$ cat config.mk
export PLATFORM = sky130hd
export DESIGN_NAME = barcode_reader
export DESIGN_NICKNAME = d
export VERILOG_FILES = /design/src/rtl/barcode_reader.sv
export SDC_FILE = /design/constraint.sdc
export NUM_CORES = 1
export LEC_CHECK = 0
export CAP_MARGIN = 20
export CORE_MARGIN = 3
export CORE_UTILIZATION = 56
export DETAILED_ROUTE_END_ITERATION = 10
export HOLD_SLACK_MARGIN = 0.15
export PLACE_DENSITY = 0.76
export REMOVE_ABC_BUFFERS = 1
export SYNTH_ARGS = -nofsm -noshare
export SYNTH_HDL_FRONTEND = slang
export SYNTH_SLANG_ARGS = --single-unit
$ cat constraint.sdc
create_clock -name clk -period 2.3 [get_ports clk]
set_input_delay 0.46 -clock clk [delete_from_list [all_inputs] [get_ports clk]]
set_output_delay 0.46 -clock clk [all_outputs]
set_load 0.02 [all_outputs]
$ cat src/rtl/barcode_reader.sv
// Station-ID barcode decoder: self-calibrates the cell timing from the start
// cell, then samples 8 pulse-width-coded data bits MSB first.
module barcode_reader #(
  parameter int unsigned CNT_W = 22
) (
  input  logic       clk,
  input  logic       rst,
  input  logic       BC,
  input  logic       clr_ID_vld,
  output logic [7:0] ID,
  output logic       ID_vld,
  output logic       busy
);

  localparam logic [CNT_W-1:0] CNT_MAX = '1;

  typedef enum logic [2:0] {
    IDLE      = 3'd0,
    START     = 3'd1,
    WAIT_FALL = 3'd2,
    SAMPLE    = 3'd3,
    DONE      = 3'd4
  } state_t;

  state_t state, state_nxt;

  logic bc_s1, bc_s2, bc_prev;
  logic fall;

  logic [CNT_W-1:0] dur, dur_nxt;
  logic [CNT_W-1:0] d_reg, d_nxt;
  logic [CNT_W-1:0] cnt, cnt_nxt;
  logic [CNT_W-1:0] tmo, tmo_nxt;
  logic [2:0]       bitcnt, bitcnt_nxt;
  logic [7:0]       shreg, shreg_nxt;
  logic [7:0]       id_nxt;
  logic             vld_nxt;

  // Two-flop synchronizer plus one edge-detect stage; idles high
  always_ff @(posedge clk) begin
    if (rst) begin
      bc_s1   <= 1'b1;
      bc_s2   <= 1'b1;
      bc_prev <= 1'b1;
    end else begin
      bc_s1   <= BC;
      bc_s2   <= bc_s1;
      bc_prev <= bc_s2;
    end
  end

  assign fall = bc_prev & ~bc_s2;

  // FSM state register
  always_ff @(posedge clk) begin
    if (rst) state <= IDLE;
    else     state <= state_nxt;
  end

  // Datapath and output registers
  always_ff @(posedge clk) begin
    if (rst) begin
      dur    <= '0;
      d_reg  <= '0;
      cnt    <= '0;
      tmo    <= '0;
      bitcnt <= '0;
      shreg  <= '0;
      ID     <= '0;
      ID_vld <= 1'b0;
      busy   <= 1'b0;
    end else begin
      dur    <= dur_nxt;
      d_reg  <= d_nxt;
      cnt    <= cnt_nxt;
      tmo    <= tmo_nxt;
      bitcnt <= bitcnt_nxt;
      shreg  <= shreg_nxt;
      ID     <= id_nxt;
      ID_vld <= vld_nxt;
      busy   <= (state_nxt != IDLE);
    end
  end

  // Next-state, counter and output-register logic
  always_comb begin
    state_nxt  = state;
    dur_nxt    = dur;
    d_nxt      = d_reg;
    cnt_nxt    = cnt;
    tmo_nxt    = tmo;
    bitcnt_nxt = bitcnt;
    shreg_nxt  = shreg;
    id_nxt     = ID;
    vld_nxt    = ID_vld;

    // Acknowledge clears the flag; a same-cycle valid frame overrides below
    if (clr_ID_vld) vld_nxt = 1'b0;

    case (state)
      IDLE: begin
        if (fall) begin
          state_nxt  = START;
          dur_nxt    = '0;
          bitcnt_nxt = '0;
        end
      end

      START: begin
        if (!bc_s2) begin
          if (dur != CNT_MAX) dur_nxt = dur + CNT_W'(1);
        end else if (dur == '0) begin
          // Zero-length start pulse is a glitch, not a frame
          state_nxt = IDLE;
        end else begin
          d_nxt     = dur;
          tmo_nxt   = '0;
          state_nxt = WAIT_FALL;
        end
      end

      WAIT_FALL: begin
        if (fall) begin
          state_nxt = SAMPLE;
          cnt_nxt   = '0;
        end else if ({2'b00, tmo} >= {d_reg, 2'b00}) begin
          state_nxt = IDLE;
        end else if (tmo != CNT_MAX) begin
          tmo_nxt = tmo + CNT_W'(1);
        end
      end

      SAMPLE: begin
        // Sample half a start-pulse after the cell's falling edge
        if (cnt == (d_reg >> 1)) begin
          shreg_nxt  = {shreg[6:0], bc_s2};
          bitcnt_nxt = bitcnt + 3'd1;
          if (bitcnt == 3'd7) begin
            state_nxt = DONE;
          end else begin
            state_nxt = WAIT_FALL;
            tmo_nxt   = '0;
          end
        end else begin
          cnt_nxt = cnt + CNT_W'(1);
        end
      end

      DONE: begin
        // Station IDs never use the top two bits; anything else is corrupt
        if (shreg[7:6] == 2'b00) begin
          id_nxt  = shreg;
          vld_nxt = 1'b1;
        end
        state_nxt = IDLE;
      end

      default: state_nxt = IDLE;
    endcase
  end

endmodule
==> flow_summary_export.csv <==
group,metric,value,unit
timing,layout_min_cycle_time,2780,ps
timing,setup_tns,-11680,ps
worst_setup_path,worstPathArrival,3250,ps
yosys,synth.distinct_cells,54,
die,row_count,36,
timing,rsz0062_at_grt,"true",
yosys,async_flop_share,0,%
global_routing,grt_usage,31.4,%
finish,area_growth,42.7,%
finish,drive_gt1_share,32.7,%
yosys,ys_ff_latch,115,
finish,fin_cells,962,
worst_setup_path,critPathMaxFanout,8,
worst_setup_path,startpoint_type,"register",
timing,worst_pin_slew,722,ps
hold_path,hold_path_class,"input port to register",
power_and_ir_drop,peakVddDrop,0.604,mV
run,max-cap-violations,0,
placement,dp_hpwl,11.6,mm
yosys,ys_seq_area_share,39.2,%
clock_network,cts_tree,"yes",
worst_setup_path,critical_path_class,"register to register",
yosys,yosys_warnings,0,
die,die_area,11800,um^2
clock_network,cts_root_buf,"clkbuf_8",
global_routing,grt_pass1_vias,5957,
drt,drc_errors,0,
power_and_ir_drop,powerDensity,571,nW/um^2
finish,nNetsFinal,847,
yosys,synth_edf_count,0,
die,fp.dieW,108,um
placement,portBuffers,13,
clock_network,cts_max_path_buffers,2,
clock_network,cts-htree-levels,4,
die,die_height,108,um
yosys,synth_area,5880,um^2
timing,fin_worst_skew,9.13,ps
drt,num_vias,6339,
outcome,violations,"negative setup slack",
yosys,avgSynthCellArea,8.64,um^2
timing,timing.final.crit_share,121,%
worst_setup_path,r2r-start,"d_reg[4]$_SDFFE_PP0P_",
drt,firstDrtPassIters,6,
drt,wl,21.8,mm
finish,n_antenna_cell,0,
timing,setup_viol_count_final,55,
timing,hold_violations,0,
drt,wl_per_cell,22.7,um
die,ioPinCount,14,
timing,fin_ws,-477,ps
global_routing,grt_max_degree,30,
timing,slew_violations,0,
yosys,synth-main-ff-cell,"dfxtp_1",
placement,globalplace.congestion,0.911,
clock_network,clk_latency,550,ps
clock_network,cts_hold_buf,0,
worst_setup_path,cp.required,2770,ps
timing,max_slew_margin,51.8,%
global_routing,grt_pass1_wl,28.7,mm
yosys,syn_inst,680,
hold_path,hp-start,"rst",
clock_network,path_clk_slew,60,ps
placement,post-place-cells,910,
worst_setup_path,worstSetupEndpointType,"register",
die,initial_core_util,58.8,%
die,core-area,10000,um^2
global_routing,overflow,0,
drt,drt_iter0_drc,942,
timing,fmax,360,MHz
global_routing,antenna_found_initial,0,
drt,viasPerCell,6.59,
outcome,status,"finished, violations left",
clock_network,cts_sinks,115,
clock_network,cts_made_buffers,17,
power_and_ir_drop,leakage,3.39,nW
drt,antenna_left,0,
worst_setup_path,crit_path_start,"d_reg[4]$_SDFFE_PP0P_",
-- layer usage --
metal  track usage (%)  part of all wire, %  up-vias  wire length (um)
li1                  -                    -     2719                 -
met1              36.8                   36     2970              7810
met2              53.5                   47      488             10200
met3              7.70                   10      162              2180
met4              15.3                  7.7        0              1680
met5                 0                    0        -                 0
-- worst max-delay path: stages, from the launching register on --
cell and delay (ps):
dfxtp_2 330, buf_6 130, xor2_2 140, nor4_2 420
nand4_1 260, o211ai_2 310, nand2_2 180, buf_12 200
or4_1 540, a21oi_1 170
-- final cells by class --
class / count / area, um^2
Tap cell: 133 / 166
Inverter: 37 / 139
Clock inverter: 11 / 151
Sequential cell: 115 / 2350
Fill cell: 486 / 1610
Multi-Input combinational cell: 499 / 3800
Timing Repair Buffer: 146 / 1340
Clock buffer: 21 / 449
-- stage by stage --
step	hold WS (ps)	power [mW]	util, %	cell area [um^2]	setup slack, ps
floorplan	389	2.08	-	5750	-792
global placement	392	2.12	69.5	6950	-196
detailed placement	406	2.13	69.6	6960	-343
CTS	213	4.79	78.9	7890	-147
global route	241	4.90	83.9	8390	-482
finish	235	4.79	83.9	8390	-477
-- timing repair --
item | in CTS | in global routing
gates cloned | 2 | 3
gates resized for setup | 55 | 81
pin swaps | 34 | 45
endpoints found under the setup margin | 56 | 62
setup buffers | 7 | 10
-- where the power goes --
| part | internal (mW) | switching, mW |
|---|---|---|
| Clock | 1.71 | 0.990 |
| Combinational | 0.0292 | 0.0646 |
| Sequential | 1.99 | 0.00360 |
| Total | 3.73 | 1.06 |
-- cell usage in the layout (no fill, tap or decap), types with 4 or more instances in the layout --
| master | synthesis | layout |
|---|---|---|
| nor2_2 | 0 | 4 |
| o21ai_0 | 11 | 9 |
| xnor2_1 | 25 | 24 |
| nand3_1 | 23 | 22 |
| clkbuf_16 | 0 | 19 |
| ha_1 | 27 | 18 |
| a21oi_1 | 31 | 25 |
| buf_6 | 0 | 12 |
| or2_2 | 4 | 4 |
| and4_1 | 10 | 8 |
| xor2_1 | 32 | 30 |
| o211ai_1 | 4 | 4 |
| nor4_2 | 0 | 4 |
| nand4_1 | 24 | 24 |
| or4_4 | 0 | 6 |
| clkdlybuf4s50_1 | 0 | 12 |
| nand2_1 | 45 | 42 |
| nor3_1 | 11 | 8 |
| or3_1 | 7 | 7 |
| buf_4 | 3 | 109 |
| dfxtp_4 | 0 | 7 |
| and3_1 | 8 | 6 |
| nor2_1 | 100 | 96 |
| o31ai_1 | 14 | 12 |
| buf_12 | 0 | 5 |
| nand3b_1 | 4 | 4 |
| a2111oi_2 | 0 | 8 |
| dfxtp_1 | 115 | 92 |
| inv_1 | 37 | 34 |
| dfxtp_2 | 0 | 16 |
| or4_1 | 15 | 9 |
| nor4_1 | 12 | 7 |
| mux2i_1 | 36 | 35 |
| a21oi_2 | 1 | 6 |
| ha_4 | 0 | 9 |
| clkinvlp_4 | 0 | 4 |
-- kinds of logic after synthesis --
logic type	Yosys count	synth area share (%)
simple gates	279	24.3
flops	115	39.2
compound gates	99	11.5
buf+inv	66	4.51
xor+xnor	57	8.49
mux	37	6.32
fa+ha+maj	27	5.75
-- path summary, 6_finish.rpt --
check             depth (start not counted)  slack (ps)                   end
setup reg to reg                          9        -480  tmo[21]$_SDFFE_PP0P_
setup / recovery                          9        -480  tmo[21]$_SDFFE_PP0P_
hold reg to reg                           1         420      bc_s2$_SDFF_PP1_
hold / removal                            2         230    ID[6]$_SDFFE_PP0P_
-- synth_stat cells (all sizes together), types with 7 or more instances --
cell type	n	area (um^2)
a21oi	32	164
nand2	45	169
clkbuf	21	78.8
nor4	13	96.3
nor3	11	55.1
xnor2	25	219
a211oi	7	52.6
o31ai	14	105
dfxtp	115	2300
a2111oi	10	87.6
xor2	32	280
or3	7	43.8
inv	37	139
ha	27	338
nor2	100	375
o21ai	11	55.1
nand3	23	115
or4	15	113
mux2i	36	360
buf	8	47.5
and3	8	50.1
nand4	24	150
and4	10	87.6
No activity file was read; power rests on OpenSTA's default activity.
